==> src/rtl/uart_tx_arbiter.sv <==
// Two-requester arbiter for the shared byte-wide UART transmitter, one whole message per grant.
// Define UART_ARB_RR_EN for round-robin tie-breaking; otherwise requester 0 wins every tie.
module uart_tx_arbiter #(
    parameter int BYTE_GAP = 255,
    parameter int LEN_W    = 6
) (
    input  logic             clk,
    input  logic             rst,
    input  logic             req0,
    input  logic             req1,
    input  logic [LEN_W-1:0] len0,
    input  logic [LEN_W-1:0] len1,
    input  logic [7:0]       data0,
    input  logic [7:0]       data1,
    output logic             ack0,
    output logic             ack1,
    output logic             done0,
    output logic             done1,
    output logic [7:0]       txdata,
    output logic             wrsig,
    output logic             busy,
    output logic             grant
);

    typedef enum logic [2:0] {
        IDLE,
        LOAD,
        SEND,
        GAP,
        DONE
    } state_t;

    localparam logic [15:0] GAP_LAST = 16'(BYTE_GAP - 2);

`ifdef UART_ARB_RR_EN
    localparam logic RR_EN = 1'b1;
`else
    localparam logic RR_EN = 1'b0;
`endif

    state_t           state;
    state_t           next_state;
    logic             next_grant;
    logic [LEN_W-1:0] remain;
    logic [15:0]      gap_cnt;
    logic             last_grant;
    logic             aborted;

    logic             req_g;
    logic [LEN_W-1:0] len_g;
    logic [7:0]       data_g;
    logic             gap_term;
    logic             remain_zero;
    logic             abort_now;
    logic             tie_pick;

    assign req_g       = grant ? req1  : req0;
    assign len_g       = grant ? len1  : len0;
    assign data_g      = grant ? data1 : data0;
    assign gap_term    = (gap_cnt == GAP_LAST);
    assign remain_zero = (remain == '0);
    assign abort_now   = (state == GAP) && gap_term && !remain_zero && !req_g;

    // last_grant only steers ties in the round-robin build; RR_EN folds it away otherwise
    assign tie_pick    = RR_EN & ~last_grant;

    always_comb begin
        next_state = state;
        next_grant = grant;
        case (state)
            IDLE: begin
                if (req0 && req1) begin
                    next_grant = tie_pick;
                    next_state = LOAD;
                end else if (req0) begin
                    next_grant = 1'b0;
                    next_state = LOAD;
                end else if (req1) begin
                    next_grant = 1'b1;
                    next_state = LOAD;
                end
            end
            LOAD:    next_state = (len_g == '0) ? DONE : SEND;
            SEND:    next_state = GAP;
            GAP: begin
                if (gap_term) begin
                    next_state = (remain_zero || !req_g) ? DONE : SEND;
                end
            end
            DONE:    next_state = IDLE;
            default: next_state = IDLE;
        endcase
    end

    // busy stays up through the cycle in which done is visible
    always_ff @(posedge clk or posedge rst) begin
        if (rst) begin
            state      <= IDLE;
            grant      <= 1'b0;
            last_grant <= 1'b1;
            remain     <= '0;
            gap_cnt    <= '0;
            aborted    <= 1'b0;
            txdata     <= 8'h00;
            wrsig      <= 1'b0;
            ack0       <= 1'b0;
            ack1       <= 1'b0;
            done0      <= 1'b0;
            done1      <= 1'b0;
            busy       <= 1'b0;
        end else begin
            state <= next_state;
            busy  <= (state != IDLE) || (next_state != IDLE);
            wrsig <= 1'b0;
            ack0  <= 1'b0;
            ack1  <= 1'b0;
            done0 <= 1'b0;
            done1 <= 1'b0;
            case (state)
                IDLE: begin
                    grant <= next_grant;
                end
                LOAD: begin
                    remain  <= len_g;
                    aborted <= 1'b0;
                end
                SEND: begin
                    txdata  <= data_g;
                    wrsig   <= 1'b1;
                    ack0    <= ~grant;
                    ack1    <= grant;
                    remain  <= remain - LEN_W'(1);
                    gap_cnt <= 16'd0;
                end
                GAP: begin
                    if (!gap_term) begin
                        gap_cnt <= gap_cnt + 16'd1;
                    end
                    if (abort_now) begin
                        aborted <= 1'b1;
                    end
                end
                DONE: begin
                    done0      <= ~aborted & ~grant;
                    done1      <= ~aborted & grant;
                    last_grant <= grant;
                end
                default: begin
                end
            endcase
        end
    end

endmodule
==> config.mk <==
export PLATFORM = sky130hd
export DESIGN_NAME = uart_tx_arbiter
export DESIGN_NICKNAME = d
export VERILOG_FILES = /design/src/rtl/uart_tx_arbiter.sv
export SDC_FILE = /design/constraint.sdc
export NUM_CORES = 1
export LEC_CHECK = 0
export BUFFER_PORTS_ARGS = -buffer_cell sky130_fd_sc_hd__buf_2
export CAP_MARGIN = 10
export CORE_MARGIN = 2
export CORE_UTILIZATION = 55
export DETAILED_ROUTE_END_ITERATION = 16
export GPL_TIMING_DRIVEN = 0
export PLACE_DENSITY = 0.81
export SYNTH_ARGS = -nofsm -noshare
export SYNTH_HDL_FRONTEND = slang
export SYNTH_SLANG_ARGS = --single-unit
==> constraint.sdc <==
create_clock -name clk -period 4.4 [get_ports clk]
set_clock_uncertainty 0.15 [all_clocks]
set_input_delay 0.22 -clock clk [delete_from_list [all_inputs] [get_ports clk]]
set_output_delay 0.22 -clock clk [all_outputs]
set_load 0.005 [all_outputs]
==> summary.md, run 1 <==
| Metric | Value |
|---|---|
| Post-route cell area | `0.00273 mm2` |
| Root buf cell | `clkbuf_8` |
| Die Y | `68.5 um` |
| Final min period | `2.37 ns` |
| CP required | `4.45 ns` |
| Async set-reset flop share out of synthesis | `100%` |
| LEAKAGE | `1.20 nW` |
| Power share of the clock group | `33.9%` |
| Peak VDD IR | `0.258 mV` |
| FF+latch area | `0.00103 mm2` |
| Antenna violations before repair | `0` |
| Inserted Clock Buffers | `5` |
| Pre-Repair DR Iteration Count | `4` |
| XOR/XNOR share of the synthesized area | `0%` |
| Initial Util | `57.2%` |
| Post-DP Area | `0.00258 mm2` |
| N_diodes | `0` |
| Syn Area/Cell | `9.19 um2` |
| CTS H-tree depth | `2` |
| FF-to-FF path depth | `7` |
| Sequential fraction of the synthesis area | `44.9%` |
| Placed cells | `345` |
| Max Slew Vio Count | `0` |
| Post-Synthesis Net Count | `284` |
| Mux contribution to synthesized area | `7.49%` |
| Mapped Area | `0.00229 mm2` |
| Vias in the first global route | `1899` |
| Slew HR | `43.8%` |
| Finished Layout Cells | `356` |
| Global placement routability congestion | `0.884` |
| Worst Hold End | `txdata[7]` |
| Synth area leaders | `dfrtp_1 (45%), mux2i_1 (7.0%), nand2_1 (5.9%)` |
| Combinational share of power | `18.6%` |
| Largest family of logic cells by synthesized area | `simple AND/OR/NAND/NOR gates` |
| Post-synthesis cell type count | `48` |
| Setup_tns | `0 ns` |
| Synthesis-stage register bit count | `41` |
| Antenna Nets Post-Route | `0` |
| Vias per cell | `5.87` |
| Initial DRC Count | `227` |
| Top-area cell type share of the netlist area | `44.9%` |
| Clock Latency Late Sink | `0.30 ns` |
| Pwr Density | `346 mW/mm2` |
| CTS tree | `yes` |
| Synth Warn # | `0` |
| Count of final setup violators | `0` |
| Fmax | `422 MHz` |
| First-pass GRT wire length | `8.83 mm` |
| Status | `finished clean` |
| Synth-to-Final Area Change | `19.4%` |
| Crit. End Element | `register` |
| Max-cap viol count | `0` |
| Total wire length | `5.27 mm` |
| Gr usage total | `25.4%` |
| Switch Pwr | `0.271 mW` |
| Die X | `68.5 um` |
| Fillers | `313` |
| Critical path class | `register to register` |
| Cell row count | `23` |
| Core ar. | `0.00400 mm2` |
| Fin crit share | `53.8%` |
| Overall power | `0.945 mW` |
| Pin count of the biggest net entering global routing | `42` |
| WHS Path Cells | `3` |
| Slew of the pin with the lowest slew margin | `0.841 ns` |
| Worst hold start | `data1[7]` |
| Clock slew at reported path FFs | `0.08 ns` |
| R2R Setup Slk | `2.03 ns` |
| Die area | `0.00469 mm2` |
| Share of layout cells above drive strength 1 | `20.9%` |
| Crit path arrival time | `2.42 ns` |
| DRC | `0` |
| # IOs | `47` |
| Clk sinks | `41` |
| Seq pwr share | `47.5%` |
| Sw Ratio | `28.6%` |
| Worst setup SP type | `register` |
| Post-synthesis simple-gate area fraction | `25.2%` |
| Clk buf depth | `2` |
| RSZ-0062 raised after global routing | `false` |
| Wire per inst | `14.8 um` |
| Multi-input combinational cell area | `0.00115 mm2` |
| Adder-cell share of the synthesized area | `1.64%` |
| Port Buffer Count | `46` |
| Nets@finish | `340` |
| HP Class | `primary input to register` |
| Launching point of the worst reg2reg path | `gap_cnt[1]` |
| Final HPWL DP | `3.75 mm` |
| Grt ovf | `0` |
| Synth Area in Compound Gates | `16.1%` |
| Worst reg2reg path endpoint | `state[2]` |
| Dominant cell type by area after synthesis | `dfrtp_1` |
| Internal Pwr Total | `0.674 mW` |
| Syn Inst Count | `249` |
| EDFF count, synth | `0` |
| Ys flop type | `dfrtp_1` |
| Vias post-DR | `2089` |
| Worst-path fanout max | `10` |
| Final hold slack | `0.0610 ns` |
| Final hold violations | `0` |
-- cell type report --
type / instances / share of cell area (%)
Timing Repair Buffer: 49 / 9.53
Clock inverter: 2 / 1.37
Buffer: 19 / 2.75
Sequential cell: 41 / 37.6
Clock buffer: 6 / 3.02
Tap cell: 50 / 2.29
Multi-Input combinational cell: 180 / 42.2
Inverter: 9 / 1.24
-- worst max-delay path by stage --
stage	depth (start not counted)	end	slack (ns)	from
finish	7	state[2]	2.03	gap_cnt[1]
global route	7	state[2]	1.85	gap_cnt[1]
CTS	7	state[2]	2.04	gap_cnt[1]
detailed placement	7	state[2]	2.08	gap_cnt[1]
global placement	7	gap_cnt[1]	2.15	gap_cnt[1]
floorplan	6	gap_cnt[13]	2.32	gap_cnt[2]
-- layout by cell type, fill, tap and decap left out, drive strengths merged, types with 8 or more instances in the layout --
cell type	n
buf	50
dfrtp	41
nand2	36
clkbuf	21
o21ai	18
mux2i	16
nor2	14
nand3	11
a21oi	8
inv	8
-- per-layer routing --
layer	up-vias	wire [um]	global-route usage, %
met5	-	0	0
met4	0	68	8.75
met3	7	358	5.10
met2	71	2510	40.3
met1	982	2330	34.6
li1	1029	-	-
-- stage by stage --
stage	util [%]	setup slack (ns)
6_report	68.3	2.03
5_1_grt	68.3	1.85
4_1_cts	68.3	2.04
3_5_place_dp	64.5	2.08
3_3_place_gp	64.5	2.15
2_1_floorplan	-	2.32
-- power groups by stage --
| stage | clock network (mW) | registers, mW | logic (mW) |
|---|---|---|---|
| 2_1_floorplan | 0 | 0.448 | 0.127 |
| 3_3_place_gp | 0 | 0.453 | 0.167 |
| 3_5_place_dp | 0 | 0.454 | 0.173 |
| 4_1_cts | 0.325 | 0.447 | 0.175 |
| 5_1_grt | 0.343 | 0.452 | 0.200 |
| 6_report | 0.321 | 0.449 | 0.176 |
-- critical path, cell delays in order, from the launching register on --
cell	delay, ns
dfrtp_1	0.41
inv_1	0.08
ha_1	0.16
nor4b_1	0.31
and4_1	0.36
clkbuf_1	0.37
o211ai_1	0.15
a211oi_1	0.28
-- sequential cells by signal, summed over array words and instances (netlist names) --
| register | flops |
|---|---|
| aborted | 1 |
| ack0 | 1 |
| ack1 | 1 |
| busy | 1 |
| done0 | 1 |
| done1 | 1 |
| gap_cnt | 16 |
| grant | 1 |
| remain | 6 |
| state | 3 |
| txdata | 8 |
| wrsig | 1 |
-- kinds of logic after synthesis --
group	after synthesis
AOI/OAI and AO/OA	54
adders and majority gates	3
and+or+nand+nor	106
DFF	41
buffers and inverters	28
muxes	17
-- Yosys cell counts (2+ instances only) --
cell type,count
and4_1,3
nand2b_1,4
o21ai_0,18
or3_1,5
nor4_1,2
buf_1,2
nor3_1,6
dfrtp_1,41
nor2_1,14
and2_1,2
nand2_1,36
nand4_1,4
or3b_2,2
or4_1,4
o221ai_1,3
buf_2,2
nor4bb_1,2
clkbuf_1,14
nand3_1,11
nor4b_1,2
o31ai_1,4
nor2b_1,2
a221o_1,2
a21oi_1,8
o211ai_1,6
o311ai_0,2
a211oi_1,2
ha_1,3
nand4b_1,2
mux2i_1,16
inv_1,8
-- timing repair --
item,in CTS,in global routing
setup buffers,0,0
hold buffers,3,0
hold endpoints to repair,43,0
resized for setup,0,0
No activity file was read; power rests on OpenSTA's default activity.
==> run 2, diff against run 1 <==
CORE_UTILIZATION = 49   (was 55)
PLACE_DENSITY = 0.76   (was 0.81)
clock period = 1.91 ns   (was 4.4 ns; I/O delays follow)
==> summary.md, run 2 (synthesis gave the netlist of run 1 again) <==
| Metric | Value |
|---|---|
| Port Buffer Count | `46 (unchanged)` |
| Worst setup SP type | `register` |
| Cell mode on critical path | `buf_4` |
| Pre-Repair DR Iteration Count | `4 (unchanged)` |
| Largest registers | `gap_cnt: 16 flops, txdata: 8 flops, remain: 6 flops` |
| N_diodes | `0 (unchanged)` |
| FF-to-FF path depth | `6 (-1)` |
| Largest stage delay on the critical path | `0.50 ns (+0.09 ns)` |
| CP Launch Point | `gap_cnt[1]` |
| Setup_tns | `-0.00242 ns (-0.00242 ns)` |
| Clock slew at reported path FFs | `0.08 ns (about the same)` |
| Core ar. | `0.00441 mm2 (+10%)` |
| Final hold violations | `1 (+1)` |
| WP buf/inv | `2 (unchanged)` |
| Fin crit share | `100% (+46 points)` |
| # IOs | `47 (unchanged)` |
| Gr usage total | `25.3% (-0.16 points)` |
| Count of final setup violators | `1 (+1)` |
| Clock Latency Late Sink | `0.30 ns (about the same)` |
| Pwr Density | `700 mW/mm2 (+100%)` |
| Root buf cell | `clkbuf_8` |
| Total wire length | `6.12 mm (+16%)` |
| Crit. End Element | `register` |
| Failing checks | `negative hold slack, negative setup slack` |
| Crit-path leading delay family | `simple AND/OR/NAND/NOR gates` |
| CTS tree | `yes` |
| Vias in the first global route | `2220 (+17%)` |
| Combinational share of power | `25.7% (+7.1 points)` |
| Antenna Nets Post-Route | `0 (unchanged)` |
| Antenna violations before repair | `0 (unchanged)` |
| Placed cells | `347 (+0.58%)` |
| Initial Util | `51.8% (-5.4 points)` |
| Max-cap viol count | `0 (unchanged)` |
| Power share of the clock group | `26.3% (-7.6 points)` |
| RSZ-0062 raised after global routing | `true` |
| Inserted Clock Buffers | `5 (unchanged)` |
| Clk buf depth | `2 (unchanged)` |
| First-pass GRT wire length | `10.2 mm (+15%)` |
| Synth-to-Final Area Change | `35.2%` |
| Biggest register | `gap_cnt` |
| Max reg flops | `16 (unchanged)` |
| Die Y | `72.3 um (+5.6%)` |
| Finished Layout Cells | `381 (+7.0%)` |
| Worst-path fanout max | `6 (-4)` |
| Fmax | `523 MHz (+24%)` |
| Post-DP Area | `0.00260 mm2 (+0.92%)` |
| Placement Setup Slack | `-0.287 ns (-2.37 ns)` |
| Post-route cell area | `0.00309 mm2 (+13%)` |
| Global placement routability congestion | `0.873 (-1.2%)` |
| Initial DRC Count | `115 (-49%)` |
| LEAKAGE | `1.38 nW (+15%)` |
| Grt ovf | `0 (unchanged)` |
| Crit path arrival time | `1.95 ns (-0.47 ns)` |
| Final min period | `1.91 ns (-0.457 ns)` |
| Vias post-DR | `2219 (+6.2%)` |
| Internal Pwr Total | `1.51 mW (+120%)` |
| Wire per inst | `16.1 um (+8.6%)` |
| Clk sinks | `41 (unchanged)` |
| Crit-path slowest cell | `or4b_4` |
| Launching point of the worst reg2reg path | `gap_cnt[1]` |
| HP Class | `primary input to register` |
| Final setup margin | `-0.00242 ns (-2.03 ns)` |
| Most common cell after layout, fill and taps aside | `buf_2` |
| Slew HR | `44.0% (+0.16 points)` |
| Share of layout cells above drive strength 1 | `32.5% (+12 points)` |
| Cell row count | `24 (+4.3%)` |
| Vias per cell | `5.82 (-0.75%)` |
| Max Slew Vio Count | `0 (unchanged)` |
| CP Depth | `6 (-1)` |
| Final hold slack | `-0.00147 ns (-0.0625 ns)` |
| Seq pwr share | `48.1% (+0.6 points)` |
| Final HPWL DP | `3.66 mm (-2.3%)` |
| Die area | `0.00523 mm2 (+12%)` |
| WHS Path Cells | `3 (unchanged)` |
| Commonest non-fill, non-tap cells in the layout | `buf_2 (47), dfrtp_1 (37), nand2_1 (35)` |
| Slew of the pin with the lowest slew margin | `0.839 ns (-0.00239 ns)` |
| Status | `complete, but fails checks` |
| Worst hold start | `len1[1]` |
| Nets@finish | `363 (+6.8%)` |
| Pin count of the biggest net entering global routing | `42 (unchanged)` |
| Die X | `72.3 um (+5.6%)` |
| CTS H-tree depth | `2 (unchanged)` |
| Switch Pwr | `0.658 mW (+140%)` |
| DRC | `0 (unchanged)` |
| Critical path class | `register to register` |
| CP cell instances | `buf_4 > and2_4 > or4b_4 > buf_4 > o31ai_2 > a21oi_2` |
| CP required | `1.95 ns (-2.50 ns)` |
| Sw Ratio | `30.4% (+1.7 points)` |
| Peak VDD IR | `0.468 mV (+81%)` |
-- run 2: tightest hold or removal path, delay by kind of cell --
family | cells | cell delay [ns]
AO/OA/AOI/OAI | 1 | 0.15
buffers and inverters | 1 | 0.08
multiplexers | 1 | 0.08
-- run 2: layer usage --
metal / vias up / GRT usage (%) / wire, um
met2: 60 / 40.4 / 3030
met5: - / 0 / 0
met4: 0 / 12.8 / 202
li1: 1075 / - / -
met1: 1063 / 32.5 / 2620
met3: 21 / 5.28 / 268
-- run 2: worst paths after layout --
path | to | slack (ns)
max in group asynchronous | gap_cnt[4] | 0.67
hold / removal | remain[1] | -0.001
setup reg to reg | gap_cnt[15] | -0.002
min in group asynchronous | done1 | 0.36
hold reg to reg | done0 | 0.32
setup / recovery | gap_cnt[15] | -0.002
-- run 2: area by class of cell --
class | instances | area [um2]
clock buffers | 5 | 68.8
clock inverters | 3 | 17.5
well taps | 52 | 65.1
repair buffers | 78 | 528
inverters | 9 | 33.8
flip-flops and latches | 41 | 1030
fillers | 329 | 1320
multi-input cells | 180 | 1250
plain buffers | 13 | 96.3
-- run 2: repair_timing --
| item | 4_1_cts | 5_1_grt |
|---|---|---|
| endpoints found under the setup margin | 30 | 28 |
| resized for setup | 24 | 27 |
| setup buffers | 11 | 1 |
| hold endpoints to repair | 53 | 0 |
| hold buffers | 20 | 0 |
| pin swaps | 8 | 4 |
| gates cloned | 0 | 0 |
-- run 2: through the flow --
stage               util [%]  power (mW)
floorplan                  -        1.34
global placement        59.0        1.44
detailed placement      59.0        1.46
CTS                     68.4        2.16
global route            70.0        2.28
finish                  70.0        2.17
-- run 2: power by group through the flow --
stage          Sequential [mW]  Clock (mW)  Combinational [mW]
6_report                  1.04       0.569               0.556
5_1_grt                   1.05       0.621               0.613
4_1_cts                   1.03       0.586               0.544
3_5_place_dp              1.05           0               0.404
3_3_place_gp              1.05           0               0.397
2_1_floorplan             1.03           0               0.309
==> run 3, diff against run 2 <==
BUFFER_PORTS_ARGS = unset   (was -buffer_cell sky130_fd_sc_hd__buf_2)
CORE_UTILIZATION = 55   (was 49)
DONT_BUFFER_PORTS = 1   (was unset)
PLACE_DENSITY = 0.74   (was 0.76)
==> summary.md, run 3 (synthesis gave the netlist of run 1 again) <==
| Metric | Value |
|---|---|
| Worst-path fanout max | `6 (unchanged)` |
| Post-route cell area | `0.00304 mm2 (-1.8%)` |
| Antenna violations before repair | `0 (unchanged)` |
| Worst setup SP type | `register` |
| Die Y | `68.5 um (-5.3%)` |
| # IOs | `47 (unchanged)` |
| Setup_tns | `-0.0695 ns (-0.0671 ns)` |
| CTS H-tree depth | `2 (unchanged)` |
| Clock slew at reported path FFs | `0.08 ns (about the same)` |
| Max reg flops | `16 (unchanged)` |
| Crit-path slowest cell | `or4b_4` |
| Total wire length | `6.39 mm (+4.3%)` |
| N_diodes | `0 (unchanged)` |
| HP Class | `primary input to register` |
| Core ar. | `0.00400 mm2 (-9.4%)` |
| Synth-to-Final Area Change | `32.8%` |
| Fmax | `514 MHz (-1.7%)` |
| Vias post-DR | `2207 (-0.54%)` |
| Slew HR | `42.5% (-1.5 points)` |
| Initial Util | `57.2% (+5.4 points)` |
| CP cell instances | `clkinv_1 > or4b_4 > or4_1 > a21oi_1` |
| Clock Latency Late Sink | `0.31 ns (about the same)` |
| Largest registers | `gap_cnt: 16 flops, txdata: 8 flops, remain: 6 flops` |
| Die X | `68.5 um (-5.3%)` |
| Commonest non-fill, non-tap cells in the layout | `nand2_1 (35), dfrtp_1 (35), dlygate4sd3_1 (31)` |
| Max-cap viol count | `0 (unchanged)` |
| CTS tree | `yes` |
| Initial DRC Count | `263 (+130%)` |
| Wire per inst | `18.4 um (+15%)` |
| Critical path class | `register to register` |
| Final HPWL DP | `3.64 mm (-0.75%)` |
| Inserted Clock Buffers | `5 (unchanged)` |
| RSZ-0062 raised after global routing | `true` |
| Root buf cell | `clkbuf_8` |
| Vias per cell | `6.36 (+9.2%)` |
| Pin count of the biggest net entering global routing | `42 (unchanged)` |
| Count of final setup violators | `3 (+2)` |
| DRC | `0 (unchanged)` |
| Status | `complete, but fails checks` |
| Post-DP Area | `0.00237 mm2 (-8.9%)` |
| Met1 Resource Use GR | `39.0% (+6.5 points)` |
| Pre-Repair DR Iteration Count | `4 (unchanged)` |
| Die area | `0.00469 mm2 (-10%)` |
| Antenna Nets Post-Route | `0 (unchanged)` |
| Clk buf depth | `2 (unchanged)` |
| LEAKAGE | `1.28 nW (-7.3%)` |
| Slew of the pin with the lowest slew margin | `0.862 ns (+0.0228 ns)` |
| Failing checks | `negative setup slack` |
| Max Slew Vio Count | `0 (unchanged)` |
| Final core utilization | `75.9% (+5.9 points)` |
| Crit path arrival time | `2.03 ns (+0.08 ns)` |
| Pwr Density | `730 mW/mm2 (+4.2%)` |
| Share of layout cells above drive strength 1 | `22.6% (-10 points)` |
| Vias in the first global route | `2055 (-7.4%)` |
| Gr usage total | `28.9% (+3.6 points)` |
| R2R Setup Slk | `-0.04 ns (-0.03 ns)` |
| Largest stage delay on the critical path | `0.62 ns (+0.12 ns)` |
| Clk sinks | `41 (unchanged)` |
| Crit. End Element | `register` |
| Peak VDD IR | `0.588 mV (+26%)` |
| M3 GR Usage | `6.09% (+0.81 points)` |
| Port Buffer Count | `0 (-100%)` |
| First-pass GRT wire length | `9.94 mm (-2.4%)` |
| Biggest register | `gap_cnt` |
| Final min period | `1.95 ns (+0.0330 ns)` |
| Final setup margin | `-0.0354 ns (-0.0330 ns)` |
| Met2 usage | `45.4% (+5.1 points)` |
| Nets@finish | `331 (-8.8%)` |
| Final hold violations | `0 (-1)` |
| CP required | `2.00 ns (+0.05 ns)` |
| Busiest grt layer | `met2` |
| Grt ovf | `0 (unchanged)` |
| Global placement routability congestion | `0.874 (+0.15%)` |
| Cell row count | `23 (-4.2%)` |
| Fin crit share | `102% (+1.7 points)` |
[run 3: cell count changes in the layout (fill, tap and decap cells not counted), moves of 2 or more]
cell           delta
o311ai_0          -2
clkbuf_2          -2
buf_6             -2
buf_4             +4
clkbuf_1          +2
dfrtp_1           -2
buf_2            -45
o311ai_1          +2
dfrtp_2           +2
o21ai_0           -3
o21ai_1           +3
a21oi_2           -2
dlygate4sd3_1    +11
a21oi_1           +2
[run 3: what timing repair did]
item / CTS / global route
resized for setup: 22 / 33
cloned: 0 / 1
hold buffers: 31 / 0
pin swaps: 6 / 5
setup endpoints to repair: 36 / 26
buffers inserted: 8 / 6
hold endpoints to repair: 60 / 0
[run 3: worst paths after layout]
check                            from           to  cells past startpoint
setup / recovery           gap_cnt[8]  gap_cnt[13]                      4
hold / removal                len1[0]     state[2]                      4
setup reg to reg           gap_cnt[8]  gap_cnt[13]                      4
hold reg to reg               aborted        done0                      1
max in group asynchronous         rst   gap_cnt[4]                      2
min in group asynchronous         rst    txdata[7]                      2
[run 3: power by group]
part           total (mW)  internal, mW  switching [mW]  leakage (nW)
combinational       0.575         0.321           0.254         0.767
clock               0.594         0.259           0.335        0.0445
sequential           1.05         0.948          0.0981         0.468
[run 3: per-stage QoR]
step | hold WS, ns | std cells | worst slack, ns | total power, mW
2_1_floorplan | 0.0312 | 249 | -0.0710 | 1.34
3_3_place_gp | 0.0326 | 299 | -0.278 | 1.41
3_5_place_dp | 0.0428 | 299 | -0.274 | 1.42
4_1_cts | 0.101 | 341 | -0.0201 | 2.14
5_1_grt | 0.110 | 347 | -0.102 | 2.33
6_report | 0.0986 | 347 | -0.0354 | 2.22
[run 3: cell type report]
class                      instances  area [um2]
fill                             258         963
inverter                           9        33.8
clock inverter                     3        21.3
clock buffer                       5        68.8
sequential                        41        1030
buffer                            13        87.6
timing repair buffer              46         444
multi-input combinational        180        1280
tap                               50        62.6
[run 3: metal layers]
metal,up-vias,share of wire [%],routed length (um)
li1,1012,-,-
met3,13,5.0,321
met4,0,1.9,122
met1,1106,43,2730
met5,-,0,0
met2,76,50,3220
[run 3: worst max-delay path, delay by kind of cell, from the launching register on]
kind	cells	cell delay (ns)
flops	1	0.39
buf+inv	1	0.16
simple gates	2	1.04
compound gates	1	0.15
